**src/rtl/acc_unit.sv**
```systemverilog
// Parametrised accumulator/register file for the W-bus datapath.
// Reg 0 feeds the adder/subtractor. In-place INC/DEC/CLR ops; multi-cycle shift/rotate with Z/S/C flags.
module acc_unit #(
    parameter int             WIDTH    = 8,
    parameter int             NREGS    = 2,
    parameter logic [WIDTH-1:0] IDLE_VAL = '1,
    localparam int            SELW     = (NREGS > 1) ? $clog2(NREGS) : 1,
    localparam int            SHW      = $clog2(WIDTH) + 1
) (
    input  logic             CLK,
    input  logic             CLR_bar,
    input  logic             La_bar,
    input  logic             Ea,
    input  logic [SELW-1:0]  wr_sel,
    input  logic [SELW-1:0]  rd_sel,
    input  logic             op_valid,
    input  logic [2:0]       op,
    input  logic [SHW-1:0]   shamt,
    input  logic [WIDTH-1:0] data_in,
    output logic [WIDTH-1:0] data_out,
    output logic [WIDTH-1:0] adder_sub_out,
    output logic             busy,
    output logic             done,
    output logic             flag_z,
    output logic             flag_s,
    output logic             flag_c
);

    typedef enum logic {S_IDLE, S_SHIFT} state_t;

    state_t           state, next_state;
    logic [WIDTH-1:0] regs [NREGS];
    logic [SHW-1:0]   cnt, shamt_c;
    logic [1:0]       sh_op;
    logic [SELW-1:0]  sh_sel;
    logic             wr_ok, rd_ok, load, accept, start_shift, last_step;
    logic [WIDTH-1:0] tgt, sh_cur, step_val;
    logic             step_c;
    logic [WIDTH:0]   inc_full, dec_full;

    always_comb begin
        wr_ok       = int'(wr_sel) < NREGS;
        rd_ok       = int'(rd_sel) < NREGS;
        load        = !La_bar && (state == S_IDLE) && wr_ok;
        accept      = op_valid && La_bar && (state == S_IDLE) && wr_ok;
        shamt_c     = (int'(shamt) > WIDTH) ? SHW'(WIDTH) : shamt;
        start_shift = accept && op[2] && (shamt_c != '0);
        last_step   = (state == S_SHIFT) && (cnt == SHW'(1));
        tgt         = wr_ok ? regs[wr_sel] : '0;
        sh_cur      = regs[sh_sel];
        inc_full    = {1'b0, tgt} + (WIDTH+1)'(1);
        dec_full    = {1'b0, tgt} - (WIDTH+1)'(1);
        busy        = (state == S_SHIFT);
        adder_sub_out = regs[0];
        data_out    = !Ea ? IDLE_VAL : (rd_ok ? regs[rd_sel] : '0);
    end

    // One bit position per cycle; step_c is the bit leaving (or crossing) the end.
    always_comb begin
        step_val = sh_cur;
        step_c   = 1'b0;
        case (sh_op)
            2'b00: begin step_val = {sh_cur[WIDTH-2:0], 1'b0};         step_c = sh_cur[WIDTH-1]; end
            2'b01: begin step_val = {1'b0, sh_cur[WIDTH-1:1]};         step_c = sh_cur[0];       end
            2'b10: begin step_val = {sh_cur[WIDTH-2:0], sh_cur[WIDTH-1]}; step_c = sh_cur[WIDTH-1]; end
            default: begin step_val = {sh_cur[0], sh_cur[WIDTH-1:1]};  step_c = sh_cur[0];       end
        endcase
    end

    always_comb begin
        next_state = state;
        case (state)
            S_IDLE:  if (start_shift) next_state = S_SHIFT;
            S_SHIFT: if (last_step)   next_state = S_IDLE;
            default: next_state = S_IDLE;
        endcase
    end

    always_ff @(posedge CLK or negedge CLR_bar) begin
        if (!CLR_bar) state <= S_IDLE;
        else          state <= next_state;
    end

    always_ff @(posedge CLK or negedge CLR_bar) begin
        if (!CLR_bar) begin
            regs   <= '{default: '0};
            cnt    <= '0;
            sh_op  <= '0;
            sh_sel <= '0;
            done   <= 1'b0;
            flag_z <= 1'b0;
            flag_s <= 1'b0;
            flag_c <= 1'b0;
        end else begin
            done <= 1'b0;
            if (load) begin
                regs[wr_sel] <= data_in;
            end else if (accept) begin
                done <= !start_shift;
                case (op)
                    3'b000: ;
                    3'b001: begin
                        regs[wr_sel] <= inc_full[WIDTH-1:0];
                        flag_z <= (inc_full[WIDTH-1:0] == '0);
                        flag_s <= inc_full[WIDTH-1];
                        flag_c <= inc_full[WIDTH];
                    end
                    3'b010: begin
                        regs[wr_sel] <= dec_full[WIDTH-1:0];
                        flag_z <= (dec_full[WIDTH-1:0] == '0);
                        flag_s <= dec_full[WIDTH-1];
                        flag_c <= dec_full[WIDTH];
                    end
                    3'b011: begin
                        regs[wr_sel] <= '0;
                        flag_z <= 1'b1;
                        flag_s <= 1'b0;
                        flag_c <= 1'b0;
                    end
                    default: begin
                        if (shamt_c == '0) begin
                            flag_z <= (tgt == '0);
                            flag_s <= tgt[WIDTH-1];
                            flag_c <= 1'b0;
                        end else begin
                            sh_sel <= wr_sel;
                            sh_op  <= op[1:0];
                            cnt    <= shamt_c;
                        end
                    end
                endcase
            end else if (state == S_SHIFT) begin
                regs[sh_sel] <= step_val;
                cnt          <= cnt - SHW'(1);
                if (last_step) begin
                    flag_z <= (step_val == '0);
                    flag_s <= step_val[WIDTH-1];
                    flag_c <= step_c;
                    done   <= 1'b1;
                end
            end
        end
    end

endmodule

```
**config.mk**
```make
export PLATFORM = sky130hd
export DESIGN_NAME = acc_unit
export DESIGN_NICKNAME = d
export VERILOG_FILES = /design/src/rtl/acc_unit.sv
export SDC_FILE = /design/constraint.sdc
export NUM_CORES = 1
export LEC_CHECK = 0
export ABC_AREA = 1
export BUFFER_PORTS_ARGS = -buffer_cell sky130_fd_sc_hd__buf_2
export CAP_MARGIN = 30
export CORE_ASPECT_RATIO = 0.5
export CORE_MARGIN = 2
export CORE_UTILIZATION = 30
export DETAILED_ROUTE_END_ITERATION = 12
export PLACE_DENSITY_LB_ADDON = 0.3
export SLEW_MARGIN = 25
export SYNTH_ARGS = -nofsm -noshare
export SYNTH_HDL_FRONTEND = slang
export SYNTH_SLANG_ARGS = --single-unit
```
**constraint.sdc**
```tcl
create_clock -name CLK -period 1.8 [get_ports CLK]
set_clock_uncertainty 0.1 [all_clocks]
set_input_delay 0.18 -clock CLK [delete_from_list [all_inputs] [get_ports CLK]]
set_output_delay 0.18 -clock CLK [all_outputs]
set_load 0.01 [all_outputs]
```
; ---- After elaboration in Yosys (flattened, before gate mapping)
; Index checks and enable logic that the tools add are counted.
; Widths: inputs -> output; s select.
[word_totals]
reg_bits = 28
input_bits = 22
[op_classes]
n_addsub = 3
magnitude_cmp = 6
n_eq_ne = 11
muxes = 51
bitwise = 9
n_reduce_logical = 27
[op_table]
columns = cell, count
row1 = $mux 8, 12
row2 = $bwmux 16, 4
row3 = $mux 16, 3
row4 = $pmux 16 s3, 1
row5 = $logic_not 8->1, 4
row6 = $pmux 8 s3, 1
row7 = $mux 4, 5
row8 = $mux 1, 19
row9 = $and 16x16->16, 1
row10 = $demux 8 s1, 2
row11 = $not 16->16, 1
row12 = $pmux 1 s4, 3
row13 = $add 8x1->9 const B, 1
row14 = $sub 8x1->9 const B, 1
row15 = $logic_and 1x1->1, 8
row16 = $reduce_and 4->1, 2
row17 = $eq 3x2->1 const B, 2
row18 = $ge 2x2->1 const B, 3
row19 = $ne 2x2->1 const B, 3
row20 = $not 1->2, 3
row21 = $ne 5x1->1 const B, 1
row22 = $ne 5x2->1 const B, 1
row23 = $reduce_and 5->1, 1
row24 = $eq 4x1->1 const B, 1
row25 = 18 further kinds, 24

; ---- Depth between registers and ports, before layout
[logic_depth]
depth_word = 10
ltp_mapped = 15
mapped_depth_nobuf = 15

; ---- Least setup slack after synthesis
; No wires, ideal clock.
[synth_path]
path_kind = register to register
startpoint = reg regs (netlist bit adder_sub_out[0])
endpoint = reg flag_z
arrival_time_ps = 1720
required_time_ps = 1627
path_slack_ps = -93
stages_incl_launch_ff = 13
synth_period_minus_slack_ps = 1893
path_cell_list = dfrtp_1 inv_1 o21ai_1 ha_1 nand2_2 nor2_4 nand3_1 and2_4 nor2_1 nand3_1 nand3_1 nand2_1 a21oi_2
[synth_between]
elab_chain_len = 8
elab_cells_between_ends = 18
cone_classes = add/sub (2) / mux (12) / reduce/logical (4)
[synth_lines]
columns = element, line_no
row1 = start: declaration, 32  ; logic [WIDTH-1:0] regs [NREGS];
row2 = start signal: indexed assignment, 97  ; regs[wr_sel] <= data_in;
row3 = start signal: indexed assignment, 103  ; regs[wr_sel] <= inc_full[WIDTH-1:0];
row4 = start signal: indexed assignment, 109  ; regs[wr_sel] <= dec_full[WIDTH-1:0];
row5 = branches (longest 7 deep; another with $sub 8x1->9), --
row6 = $mux 1 *, 98  ; end else if (accept) begin
row7 = end signal: assignment, 104  ; flag_z <= (inc_full[WIDTH-1:0] == '0);
row8 = end signal: assignment, 110  ; flag_z <= (dec_full[WIDTH-1:0] == '0);
row9 = end signal: assignment, 136  ; flag_z <= (step_val == '0);
row10 = end: declaration, 24  ; output logic flag_z,
; Mark *: on every way between the ends. The select of a mux whose other input is x is not followed.
; A chain may end at the register's enable or synchronous reset.

; ---- Final worst setup path
; Ends and elaborated chain as after synthesis.

==> results.md <==
* Layout cells sized above 1 at 0.445
* Die Span X at 145 um
* Final Critical Period at 2.10 ns
* H-Tree Depth at 1
* VDD IR-drop max at 0.000647 V
* First-iteration detailed-routing DRC count at 323
* CTS tree: built
* Slowest cell on crit path: dfrtp_1
* Die height at 74.4 um
* Vias in the first global route at 3,506
* Compound-cell area share of the yosys netlist at 0.220
* Row Count at 25
* Ys flop type: dfrtp_1
* Syn Nets at 514
* Post-DR wirelength/cell at 15.8 um
* XOR/XNOR share of the synthesized area at 0.0177
* Critical Path AT at 2.20 ns
* Worst-path cell chain: buf_6 > o21ai_4 > ha_4 > buf_6 > nand3_2 > nand2_1 > nand2_2 > nor2_1 > nand3_1 > nand3_2 > nand2_2 > a21oi_2
* Die footprint at 10,800 um2
* Clk Tree Root Cell: clkbuf_16
* Delay-heaviest family, CP: simple AND/OR/NAND/NOR gates
* Cells after Synth at 486
* Total power at 0.00795 W
* Core ar. at 9540 um2
* Clock slew at reported path FFs at 0.07 ns
* Yosys reg bits at 28
* Max Cap Viol at 0
* Sequential share of the synthesized area at 0.236
* Commonest cells post-synth: nand2_1, inv_1, nor2_1, o21ai_0, dfrtp_1
* First-pass GRT wire length at 18,700 um
* Initial antenna violation count at 0
* GR Util met3 at 0.0367
* Port Buffers at 42
* Number of synthesized flops with an enable pin at 0
* Setup crit end kind: flop
* Synth Cell Area at 2970 um2
* Ys async rst share at 1.00
* Clk sinks at 28
* Critical path class: flop to flop
* Failing checks: negative setup slack
* Clk buf depth at 2
* PwrDens at 1710 nW/um2
* Crit-path max FO at 3
* DP Worst Slack at -0.590 ns
* Synth warn at 0
* Hold Vio Cnt, Final at 0
* Slew Limit Fails at 0
* I/O pin total at 43
* Remaining DRCs at 0
* CP peak stage delay at 0.44 ns
* Detailed-route via count at 3,801
* Cell variety after synth at 43
* FMAX at 476 MHz
* Slew Limit Headroom at 0.515
* # setup viols final at 16
* Nets at 662
* Post-Synth Simple-Gate Area at 0.381
* Fin crit share at 1.17
* Grt total ovfl at 0
* Most common cell in the netlist: nand2_1
* Post-Synthesis Mean Instance Area at 6.12 um2
* Lkg Pwr at 2.21 nW
* Routed WL at 12,100 um
* Top-area cell type share of the netlist area at 0.236
* Routed Antenna Nets at 0
* Status: finished with violations
* Synth Area in Adders at 0.0252
* Critical Path Source Type: flop
* Area Growth Syn to Fin at 56.8%
* Met1 Usage GRT at 0.339
* Synth area leaders: dfrtp_1, nand2_1, o21ai_0
* Multiplexer area fraction after synthesis at 0
* CTS buffer count at 3
* Post-DP HPWL at 9460 um
* Cell taking the most area after synthesis: dfrtp_1
* WP buf/inv at 2
* Min-Delay Path Class: input pin to flop
* RSZ-0062 raised after global routing: yes
* Vias per std cell at 4.96
* Setup WS post-layout at -0.300 ns
* GR peak layer: met2
* Largest net degree at the start of global routing at 29
* First-pass DRT Iterations at 5
* Met2 global-route usage at 0.353
* GPL Wtd Cong at 0.976
* Main combinational cell family by area after synthesis: simple AND/OR/NAND/NOR gates
* ANT cells at 0
* Worst path required time at 1.90 ns
* Starting Density at 0.312
* Worst skew pair latency at 0.27 ns
* Worst slew pin tran at 0.727 ns
* Total GRT Usage at 0.228
## state kept, by name, indices dropped and copies added, names as in the netlist
signal	count
flag_c	1
done	1
flag_s	1
sh_sel	1
busy	1
flag_z	1
regs	8
adder_sub_out	8
sh_op	2
cnt	4
## layout make-up
class	instances	area, um2
fillers	970	4880
well taps	135	169
repair buffers	165	1190
flip-flops and latches	28	703
multi-input cells	379	2300
inverters	57	221
clock buffers	3	75.1
## kinds of logic (layout without fill, tap and decap cells)
| kind of cell | after synthesis | in the layout |
|---|---|---|
| fa+ha+maj | 6 | 6 |
| xor+xnor | 6 | 6 |
| compound gates | 112 | 112 |
| simple gates | 255 | 255 |
| buf+inv | 79 | 225 |
| flops | 28 | 28 |
## placed cells by master, fill, tap and decap left out, drive strengths merged
master       instances
nand4                3
xnor2                1
xor2                 5
a31oi                4
dlygate4sd3          1
ha                   6
o311ai               1
inv                 56
o22ai                9
buf                164
dfrtp               28
o21ai               51
nand3               26
clkbuf               3
nor3                10
a22oi                3
nor2                54
or2                  3
a41oi                1
nor4                 1
nand2              156
a211oi               2
o211ai              12
a21oi               28
clkinv               1
and2                 2
o2111ai              1
## routing by layer
layer,vias up,routed length [um]
met5,-,0
met4,0,141
met3,12,1100
met2,166,5120
met1,1743,5740
li1,1880,-
## worst reg2reg max path, delay by kind of cell, from the launching register on
| family | cells | cell delay, ns |
|---|---|---|
| compound gates | 2 | 0.32 |
| fa+ha+maj | 1 | 0.19 |
| buf+inv | 2 | 0.25 |
| flops | 1 | 0.44 |
| simple gates | 7 | 0.73 |
## worst paths after layout
kind	end	cells past startpoint	start	slack, ns
setup / recovery	flag_z$_DFFE_PN0P_	12	adder_sub_out[0]$_DFFE_PN0P_	-0.30
hold / removal	adder_sub_out[0]$_DFFE_PN0P_	3	data_in[0]	0.08
setup reg to reg	flag_z$_DFFE_PN0P_	12	adder_sub_out[0]$_DFFE_PN0P_	-0.30
min in group asynchronous	done$_DFF_PN0_	2	CLR_bar	0.40
max in group asynchronous	adder_sub_out[4]$_DFFE_PN0P_	2	CLR_bar	0.68
hold reg to reg	flag_c$_DFFE_PN0P_	2	flag_c$_DFFE_PN0P_	0.39
## metrics by stage
stage	setup TNS, ns	hold WS [ns]	instances	instance area [um2]	util
CTS	-1.51	0.0820	764	4480	0.470
detailed placement	-3.71	0.176	756	4120	0.432
floorplan	-0.0300	-0.216	486	2990	-
global placement	-3.74	0.164	756	4120	0.432
finish	-2.09	0.0838	767	4660	0.489
global route	-3.52	0.113	767	4660	0.489
## where the power goes
| part | switching (W) | internal (W) |
|---|---|---|
| registers | 0.000321 | 0.000961 |
| clock network | 0.000234 | 0.000296 |
| logic | 0.00335 | 0.00279 |
## repair_timing
action                                  in CTS  in global routing
pin swaps                                   42                 24
buffers inserted                             6                  3
gates cloned                                 0                  0
hold buffers                                 1                  0
endpoints found under the setup margin      18                 19
gates resized for setup                     79                 45
endpoints found under the hold margin       28                  0
Power figures use the tool's default switching activity.
